--- config.mk ---
export PLATFORM = sky130hd
export DESIGN_NAME = mult_div_unit
export DESIGN_NICKNAME = d
export VERILOG_FILES = /design/src/rtl/mult_div_unit.sv
export SDC_FILE = /design/constraint.sdc
export NUM_CORES = 1
export LEC_CHECK = 0
export CORE_MARGIN = 2
export CORE_UTILIZATION = 45
export CTS_BUF_LIST = sky130_fd_sc_hd__clkbuf_16
export CTS_CLUSTER_DIAMETER = 60
export CTS_CLUSTER_SIZE = 40
export DETAILED_ROUTE_END_ITERATION = 10
export GPL_TIMING_DRIVEN = 0
export HOLD_SLACK_MARGIN = 0.15
export PLACE_DENSITY_LB_ADDON = 0.05
export SKIP_LAST_GASP = 1
export SLEW_MARGIN = 20
export SYNTH_ARGS = -nofsm -noshare
export SYNTH_HDL_FRONTEND = slang
export SYNTH_SLANG_ARGS = --single-unit
--- constraint.sdc ---
create_clock -name clock -period 9.2 [get_ports clock]
set_input_delay 1.84 -clock clock [delete_from_list [all_inputs] [get_ports clock]]
set_output_delay 1.84 -clock clock [all_outputs]
set_load 0.01 [all_outputs]
--- src/rtl/mult_div_unit.sv ---
// Iterative HI/LO multiply/divide unit: shift-add multiply and restoring divide
// on operand magnitudes, with sign fix-up and MTHI/MTLO access to HI/LO.
module mult_div_unit #(
    parameter int WIDTH      = 32,
    parameter int ITERATIONS = 32
) (
    input  logic             clock,
    input  logic             reset,
    input  logic             start,
    input  logic [1:0]       op,
    input  logic [WIDTH-1:0] operand_rs,
    input  logic [WIDTH-1:0] operand_rt,
    input  logic             write_hi,
    input  logic             write_lo,
    input  logic [WIDTH-1:0] write_data,
    output logic             busy,
    output logic             done,
    output logic [WIDTH-1:0] hi,
    output logic [WIDTH-1:0] lo
);

    localparam int CNT_W = (ITERATIONS > 1) ? $clog2(ITERATIONS) : 1;

    if (ITERATIONS != WIDTH) begin : g_bad_iterations
        $error("mult_div_unit: ITERATIONS must equal WIDTH");
    end

    typedef enum logic [1:0] {IDLE, PREP, ITER, FIXUP} state_t;

    state_t               state, state_next;
    logic [1:0]           op_q;
    logic [WIDTH-1:0]     rs_q, rt_q;
    logic                 div_zero_q;
    logic                 neg_main_q;   // product / quotient must be negated
    logic                 neg_rem_q;    // remainder takes the dividend's sign
    logic [WIDTH-1:0]     mag_op;       // |multiplicand| or |divisor|
    logic [2*WIDTH-1:0]   acc, acc_step;
    logic [CNT_W-1:0]     count;
    logic [WIDTH:0]       sum, trial;

    wire is_div    = op_q[1];
    wire is_signed = ~op_q[0];

    function automatic logic [WIDTH-1:0] magnitude(input logic [WIDTH-1:0] x, input logic sgn);
        return (sgn && x[WIDTH-1]) ? -x : x;
    endfunction

    always_ff @(posedge clock or posedge reset) begin
        if (reset) state <= IDLE;
        else       state <= state_next;
    end

    // NOTE: combinational blocks assign every output a default first so no latch is inferred.
    always_comb begin
        state_next = state;
        case (state)
            IDLE:    if (start) state_next = PREP;
            PREP:    state_next = ITER;
            ITER:    if (count == CNT_W'(ITERATIONS - 1)) state_next = FIXUP;
            FIXUP:   state_next = IDLE;
            default: state_next = IDLE;
        endcase
    end

    // Multiply keeps the multiplier in the low half and shifts the running sum in from the top;
    // divide keeps {partial remainder, quotient} and shifts left one bit per step.
    always_comb begin
        sum   = {1'b0, acc[2*WIDTH-1:WIDTH]} + (acc[0] ? {1'b0, mag_op} : '0);
        trial = acc[2*WIDTH-1:WIDTH-1] - {1'b0, mag_op};
        if (is_div) begin
            acc_step = trial[WIDTH] ? {acc[2*WIDTH-2:0], 1'b0}
                                    : {trial[WIDTH-1:0], acc[WIDTH-2:0], 1'b1};
        end else begin
            acc_step = {sum, acc[WIDTH-1:1]};
        end
    end

    // NOTE: sequential state uses non-blocking assignments so every flop samples pre-edge values.
    always_ff @(posedge clock or posedge reset) begin
        if (reset) begin
            busy       <= 1'b0;
            done       <= 1'b0;
            hi         <= '0;
            lo         <= '0;
            op_q       <= '0;
            rs_q       <= '0;
            rt_q       <= '0;
            div_zero_q <= 1'b0;
            neg_main_q <= 1'b0;
            neg_rem_q  <= 1'b0;
            mag_op     <= '0;
            acc        <= '0;
            count      <= '0;
        end else begin
            done <= 1'b0;
            case (state)
                IDLE: begin
                    if (write_hi) hi <= write_data;
                    if (write_lo) lo <= write_data;
                    if (start) begin
                        op_q       <= op;
                        rs_q       <= operand_rs;
                        rt_q       <= operand_rt;
                        div_zero_q <= op[1] && (operand_rt == '0);
                        busy       <= 1'b1;
                    end
                end
                PREP: begin
                    mag_op     <= is_div ? magnitude(rt_q, is_signed) : magnitude(rs_q, is_signed);
                    acc        <= {{WIDTH{1'b0}},
                                   is_div ? magnitude(rs_q, is_signed) : magnitude(rt_q, is_signed)};
                    neg_main_q <= is_signed && (rs_q[WIDTH-1] ^ rt_q[WIDTH-1]);
                    neg_rem_q  <= is_signed && rs_q[WIDTH-1];
                    count      <= '0;
                end
                ITER: begin
                    acc   <= acc_step;
                    count <= count + 1'b1;
                end
                FIXUP: begin
                    if (div_zero_q) begin
                        hi <= rs_q;
                        lo <= '1;
                    end else if (is_div) begin
                        hi <= neg_rem_q  ? -acc[2*WIDTH-1:WIDTH] : acc[2*WIDTH-1:WIDTH];
                        lo <= neg_main_q ? -acc[WIDTH-1:0]       : acc[WIDTH-1:0];
                    end else begin
                        {hi, lo} <= neg_main_q ? -acc : acc;
                    end
                    busy <= 1'b0;
                    done <= 1'b1;
                end
                default: ;
            endcase
        end
    end

endmodule

==> run summary, run 1 <==
The worst slack at placement is 3460 ps, and the synthesized netlist net count is 2170. The die is 200 um tall. The tightest min-delay check is of the reg2reg type. The highest achievable clock rate was 168 MHz; the clock latency on the worst-skew pair was 600 ps. The total setup violations reported at the end of the flow came out at 0.

Clock skew on the completed layout was measured at 33.5 ps. The required time reported for the critical path endpoint was 9620 ps; the final critical-path required period was 5960 ps. Buffers placed on the I/O ports in this run total 168.

For the number of antenna violations at the first check in global routing, the log shows 1. The run gives 8.63 nW as the leakage dissipation. The clock net in this run drives a total of 238 sinks. Global routing used 33.5% of the available tracks across all layers. Setup repair after global routing left no endpoint under its margin. The hold buffer count at cts was 0; the number of clock buffers inserted by TritonCTS was 29. The leading cell type in the layout, fill and taps excluded is sky130_fd_sc_hd__nor2_1.

The worst hold path begins at lo[24]. VDD sags by at most 0.000202 V. The average cell area after synthesis came out at 8.71 um^2.

The flow ran to the end, and the final reports show no timing, DRC or antenna violations. Total power consumption of the routed design: 9.79 mW. The run gives 103000 um as the global-route wire length before repair. TritonCTS built the clock tree. Area growth from synthesis to final layout: 19.3%.

The synthesized netlist occupies a cell area of 0.0173 mm^2. The run gives 0 as the number of max-slew violations in the final report. The beginning of the critical path is acc[31]. For this block, the routed nets add up to 68400 um of wire.

Along the worst path, the maximum fanout reaches 10. During I/O placement, the number of pins put on the boundary was 169. The critical path is of the reg2reg type. Across the run, the number of max-cap violations was 0. Of the available clock period, the critical path in the final layout requires 64.8%. The count of antenna diodes in the layout is 0. The worst setup path is launched from a register. Entering global routing, the biggest net connects 102 pins.

The tools report the number of remaining DRC errors as 0. The average vias per placed instance is 6.15. The post-synthesis register bit count is 238. The floorplan step defined a die boundary enclosing 0.0401 mm^2. Leaving out fill and tap cells, the most frequent cells in the layout are sky130_fd_sc_hd__nor2_1 (240), sky130_fd_sc_hd__dfrtp_1 (238), sky130_fd_sc_hd__nand2_1 (178), sky130_fd_sc_hd__o21ai_0 (172), sky130_fd_sc_hd__clkdlybuf4s50_1 (168). The predominant post-synthesis flop cell was sky130_fd_sc_hd__dfrtp_1.

Once placement finished, the instance area stood at 0.0197 mm^2. By area the synthesized netlist is led by sky130_fd_sc_hd__dfrtp_1 (34%), sky130_fd_sc_hd__xnor2_1 (6.2%), sky130_fd_sc_hd__ha_1 (5.3%). After synthesis, the share of flip-flops with an asynchronous set or reset is 100%.

The share of the synthesized area in the top cell type was 34.4%. Sequential cells were found to cover 34.4% of the synthesized design area. For the post-CTS setup repair buffer count, the log shows 0. Cell type with the largest total area after synthesis: sky130_fd_sc_hd__dfrtp_1.

Once the floorplan was initialized, standard cells occupied 45.8% of the core. The wire length per cell came out at 25.1 um. The final route contains 16700 vias.

The tools report the CTS H-tree depth as 1. The tools report the number of global-route vias before repair as 16100. The worst slew margin relative to its limit is 36.6%.

In this run the deepest clock path goes through 3 buffers. The transition time at the pin with the least slew margin was 942 ps; the number of gates resized after cts was 0. The number of placement rows came out at 71. STA puts the critical path data arrival time at 6380 ps. The weighted congestion reported at the end of routability-driven placement came out at 0.996.

The half-perimeter wire length of the detailed placement result was 54600 um; the number of inserted filler cells in the final layout was 3601. Cells with a size suffix above 1 make up 7.77% of the layout. The logs give 1711 for the count of routing violations after the opening detailed-route iteration and 54.6% for the final standard cell utilization of the core. The tree is rooted in a sky130_fd_sc_hd__clkbuf_16. The critical path endpoint category is a register. The number of flops mapped to enable cells by yosys works out to 0.

The width of the die is 200 um, and the number of warnings reported in the yosys synthesis log is 0. The count of nets left with antenna violations once routing finished came out at 0. The region available for standard cell placement spans 0.0378 mm^2. For this run, the detailed router's first-pass iteration total came to 5.

Synthesis produced 1991 cells. The worst path setup slack after routing is 3240 ps, and the final layout net count is 2371. For the count of final hold-check violations, the log shows 0. After clock tree synthesis, the clock-pin slew on the worst setup and hold paths is 60 ps.

Total grt overflow: 0. Dividing total power by cell area gives a power density of 474 mW/mm^2. The count of cell types in the netlist is 75, and the finished layout cell area is 0.0207 mm^2.

The startpoint identified for the worst register-to-register timing path is acc[31].
[worst paths after layout]
| kind | end | slack [ps] | depth (start not counted) |
|---|---|---|---|
| setup / recovery | acc[39] | 3240 | 14 |
| hold / removal | lo[24] | 480 | 2 |
| setup reg to reg | acc[39] | 3240 | 14 |
| hold reg to reg | lo[24] | 480 | 2 |
| max in group asynchronous | acc[40] | 6520 | 3 |
| min in group asynchronous | lo[10] | 1740 | 2 |
[synth_stat cells, types with 4 or more instances]
| cell type | count |
|---|---|
| sky130_fd_sc_hd__nor2_1 | 241 |
| sky130_fd_sc_hd__dfrtp_1 | 238 |
| sky130_fd_sc_hd__nand2_1 | 178 |
| sky130_fd_sc_hd__o21ai_0 | 172 |
| sky130_fd_sc_hd__a21oi_1 | 133 |
| sky130_fd_sc_hd__xnor2_1 | 122 |
| sky130_fd_sc_hd__clkbuf_1 | 92 |
| sky130_fd_sc_hd__inv_1 | 80 |
| sky130_fd_sc_hd__ha_1 | 74 |
| sky130_fd_sc_hd__mux2_2 | 72 |
| sky130_fd_sc_hd__xor2_1 | 53 |
| sky130_fd_sc_hd__mux2i_1 | 49 |
| sky130_fd_sc_hd__o22ai_1 | 35 |
| sky130_fd_sc_hd__o211ai_1 | 34 |
| sky130_fd_sc_hd__a21o_1 | 31 |
| sky130_fd_sc_hd__nand2b_1 | 28 |
| sky130_fd_sc_hd__nand3_1 | 28 |
| sky130_fd_sc_hd__mux4_2 | 27 |
| sky130_fd_sc_hd__nor3_1 | 25 |
| sky130_fd_sc_hd__nor4_1 | 25 |
| sky130_fd_sc_hd__o221ai_1 | 21 |
| sky130_fd_sc_hd__o31ai_1 | 20 |
| sky130_fd_sc_hd__nor2b_1 | 18 |
| sky130_fd_sc_hd__buf_1 | 17 |
| sky130_fd_sc_hd__a31oi_1 | 13 |
| sky130_fd_sc_hd__and3_1 | 11 |
| sky130_fd_sc_hd__nand4_1 | 11 |
| sky130_fd_sc_hd__or3_1 | 11 |
| sky130_fd_sc_hd__o21a_1 | 10 |
| sky130_fd_sc_hd__or4_1 | 10 |
| sky130_fd_sc_hd__a211oi_1 | 9 |
| sky130_fd_sc_hd__o41ai_1 | 8 |
| sky130_fd_sc_hd__a221o_1 | 7 |
| sky130_fd_sc_hd__and2_1 | 6 |
| sky130_fd_sc_hd__or2_2 | 6 |
| sky130_fd_sc_hd__a41oi_1 | 5 |
| sky130_fd_sc_hd__o21bai_1 | 5 |
| sky130_fd_sc_hd__a211o_1 | 4 |
| sky130_fd_sc_hd__nor3b_1 | 4 |
[routing by layer]
layer	up-vias	global-route usage (%)	share of wire [%]
li1	7562	-	-
met1	8176	48.7	44
met2	887	50.0	43
met3	122	5.69	9.0
met4	0	12.4	4.2
met5	-	0	0
[registers in the layout, indices dropped and copies added (netlist names), 2 cells and up]
register	flops
acc	64
hi	32
lo	32
mag_op	32
rs_q	32
rt_q	32
count	5
op_q	2
state	2
[per-stage QoR]
| step | std cells | hold WS (ps) | TNS, ps |
|---|---|---|---|
| floorplan | 1991 | 461 | 0 |
| global placement | 2670 | 466 | -599170 |
| detailed placement | 2672 | 472 | 0 |
| CTS | 2725 | 486 | 0 |
| global route | 2725 | 503 | 0 |
| finish | 2725 | 483 | 0 |
[kinds of logic (layout without fill, tap and decap cells)]
family | count (synthesis) | after routing | synth area share [%]
and+or+nand+nor | 617 | 617 | 16.2
muxes | 150 | 150 | 11.3
AOI/OAI and AO/OA | 542 | 542 | 19.5
DFF | 238 | 238 | 34.4
xor gates and xnor gates | 175 | 175 | 8.84
adders and majority gates | 76 | 76 | 5.57
buffers and inverters | 193 | 416 | 4.27
[area by class of cell]
cell class	instances	area (um^2)	area share, %
clock inverter	24	231	1.12
buffer	112	435	2.11
timing repair buffer	170	1740	8.40
inverter	81	312	1.51
multi-input combinational	1560	10600	51.5
tap	511	639	3.09
sequential	238	5960	28.8
clock buffer	29	726	3.51
[critical path: stages (launching register included)]
cell,delay [ps]
sky130_fd_sc_hd__dfrtp_1,550
sky130_fd_sc_hd__inv_1,110
sky130_fd_sc_hd__ha_1,230
sky130_fd_sc_hd__fa_1,430
sky130_fd_sc_hd__nor2b_1,190
sky130_fd_sc_hd__o31ai_1,120
sky130_fd_sc_hd__a21oi_1,210
sky130_fd_sc_hd__a31oi_1,190
sky130_fd_sc_hd__o21ai_0,770
sky130_fd_sc_hd__a31oi_1,290
sky130_fd_sc_hd__xnor2_1,810
sky130_fd_sc_hd__clkbuf_1,710
sky130_fd_sc_hd__clkbuf_1,720
sky130_fd_sc_hd__mux2i_1,280
sky130_fd_sc_hd__o221ai_1,160
[report_power, final]
group / switching [mW] / internal (mW)
Combinational: 3.86 / 2.47
Clock: 0.539 / 0.627
Sequential: 0.728 / 1.57
Total: 5.13 / 4.66
Power figures use the tool's default switching activity.
==> run 2, diff against run 1 <==
- clock period: 9.2 -> 5.3 ns (I/O delays scaled with it)
==> run 2 against run 1 <==
Against the previous run: setup slack worse by 3000 ps; critical endpoint is now hi[8]; cell count increased by 0.22%; critical path type unchanged; hold slack got worse by 4.7 ps; largest cell class unchanged; cell area rose by 0.82%; clock power increased by 79%.
==> run summary, run 2 (synthesis gave the netlist of run 1 again) <==
The power share of the clock group is 12.3%. Summed over all cells, the static leakage comes to 8.71 nW. The number of antenna violations at the first check in global routing is 0. The worst-case IR drop observed on VDD is 0.000328 V.

The floorplan step set the die width to 200 um. The worst hold path was traced through 2 stages. Setup repair after global routing left no endpoint under its margin. The register clock-pin slew on the reported worst setup and hold paths came out at 70 ps. Clock tree root driver cell: sky130_fd_sc_hd__clkbuf_16.

Net switching is 52.4% of the power. The run gives 2731 as the post-route non-filler standard cell count. Timing would allow up to 198 MHz.

The count of routing violations after the opening detailed-route iteration is 1507. The final critical-path required period works out to 5060 ps. Critical path launch point type: a register. For this configuration, the core starts out at a cell density of 45.8%.

Port buffering added 168 buffers. In this run the power spent charging and discharging nets is 8.94 mW. The worst register-to-register path begins at acc[0].

The hold path startpoint was lo[13]. The tools report the critical path endpoint category as a register. The worst path uses 95.4% of the clock period. For this design the ratio of total power to cell area is 819 mW/mm^2. The tools report the required time reported for the critical path endpoint as 5740 ps. The path class of the tightest hold or removal check is reg2reg.

The run gives 8.13 mW as the total internal power. Via count: 16700. The clock net in this run drives a total of 238 sinks. The final layout contains routed wiring with a total length of 68400 um. The CTS H-tree depth was 1; the number of placement rows was 71. Setup violations remaining at the end of the flow were counted as 0. After detailed routing, the number of remaining DRC violations is 0. Across the routed clock network, the largest skew measured is 19.0 ps. Dividing the detail-routed wire length by the instance count gives 25.0 um. The number of clock buffers inserted by TritonCTS came out at 29. TritonCTS built the clock tree.

The setup total negative slack came out at 0 ps. The die covers 0.0401 mm^2. The register area was 0.00596 mm^2; the finished layout cell area was 0.0208 mm^2.

Across all hold checks on the routed design, the worst slack comes to 478 ps. The run gives 16100 as the number of global-route vias before repair. For this run, the detailed router's first-pass iteration total came to 8. The global-route wire length before repair was 103000 um. For the number of max-slew violations in the final report, the log shows 0.

The flip-flop count of the largest register, all copies and words added is 64. The peak fanout along the critical path was 10. Per report_power, the sequential group accounts for 23.3% of the total. The run gives 580 ps as the clock latency on the worst-skew pair. The largest register by flop count is acc. Entering global routing, the biggest net connects 34 pins.

The fraction of final layout cells with drive strength greater than 1 is 8.33%, and the power share of the combinational group is 64.4%. In this run the tightest slew margin relative to its limit is 22.1%. Cell depth of the worst flop-to-flop path: 14. The post-CTS setup repair buffer count came out at 0. The category of the most critical setup path is reg2reg. The core region is 0.0378 mm^2. The largest buffer count on any clock path is 3. The count of final hold-check violations was 0.

The transition time at the pin with the least slew margin was 1160 ps. The flow ran to the end, and the final reports show no timing, DRC or antenna violations. The layout has 3592 filler cells.

The tools report the beginning of the critical path as acc[0]. Dividing the detail-routed via count by the number of cells gives 6.10. 169 I/O pins were placed.

Area used by multi-input combinational logic: 0.0107 mm^2. The congestion estimate from routability-driven global placement came to 0.977. The design draws 17.1 mW. The run gives 0 as the total grt overflow. Summed over all nets, the half-perimeter wirelength after detailed placement is 55200 um. Data on the critical path arrives at its endpoint at 5500 ps. Across the run, the number of max-cap violations was 0. The count of antenna diodes in the layout was 0; the final layout net count was 2377.

After detailed placement, the design holds a cell count of 2678. Summing all placed instances gives a cell area of 0.0198 mm^2. The library cell used most frequently in the layout, excluding fill and tap cells, is sky130_fd_sc_hd__nor2_1. Compared with the post-synthesis result, the final layout area differs by 20.3%. The die is 200 um tall. Once detail routing completed, the nets flagged for antenna violations numbered 0. The run gives 33.5% as the overall routing resource usage. In the layout the commonest cells are sky130_fd_sc_hd__nor2_1 (241), sky130_fd_sc_hd__dfrtp_1 (238), sky130_fd_sc_hd__nand2_1 (178), sky130_fd_sc_hd__o21ai_0 (171), sky130_fd_sc_hd__clkdlybuf4s50_1 (168).
==> run 2: cell type report <==
cell class                      count  share of cell area, %
Inverter                           81                   1.48
Clock inverter                     24                   1.34
Multi-Input combinational cell   1560                   51.1
Timing Repair Buffer              176                   8.87
Tap cell                          511                   3.07
Buffer                            112                   2.10
Sequential cell                   238                   28.6
Clock buffer                       29                   3.48
==> run 2: through the flow <==
| step | worst slack, ps | util [%] |
|---|---|---|
| after global placement | -906 | 52.0 |
| after global routing | 74.3 | 55.1 |
| after detailed placement | -423 | 52.4 |
| final | 243 | 55.1 |
| after floorplan | 1120 | - |
| after CTS | 42.8 | 55.1 |
==> run 2: what timing repair did <==
item	4_1_cts	5_1_grt
hold buffers	0	0
setup endpoints to repair	14	14
resized for setup	2	5
==> run 2: layer usage <==
| layer | vias up | wire (um) | global-route usage [%] |
|---|---|---|---|
| met4 | 0 | 2300 | 10.2 |
| met5 | - | 0 | 0 |
| li1 | 7586 | - | - |
| met3 | 104 | 5690 | 5.91 |
| met1 | 8174 | 30800 | 48.6 |
| met2 | 790 | 29500 | 51.1 |
==> run 2: path summary, 6_finish.rpt <==
path	to	slack (ps)
min	lo[13]	480
max in group asynchronous	mag_op[28]	3260
min in group asynchronous	lo[31]	950
max reg2reg	hi[8]	240
min reg2reg	lo[13]	480
max	hi[8]	240
==> run 2: power groups by stage <==
stage               logic, mW  clock network (mW)  registers (mW)
finish                   11.0                2.10            3.98
global route             11.9                2.19            4.06
CTS                      10.8                2.12            3.91
detailed placement       10.7                   0            3.95
global placement         10.6                   0            3.92
floorplan                7.13                   0            3.54
==> run 2: worst max-delay path, stage by stage, from the launching register on <==
cell                       delay (ps)
sky130_fd_sc_hd__dfrtp_1          530
sky130_fd_sc_hd__inv_1            370
sky130_fd_sc_hd__clkbuf_1         590
sky130_fd_sc_hd__ha_1             250
sky130_fd_sc_hd__inv_1             70
sky130_fd_sc_hd__or4_4            510
sky130_fd_sc_hd__or4_4            460
sky130_fd_sc_hd__or3b_4           450
sky130_fd_sc_hd__or2_4            260
sky130_fd_sc_hd__nand2_1          270
sky130_fd_sc_hd__a21oi_1          130
sky130_fd_sc_hd__xnor2_1          400
sky130_fd_sc_hd__o21ai_0          280
sky130_fd_sc_hd__mux2i_1          240
sky130_fd_sc_hd__a21oi_1           90
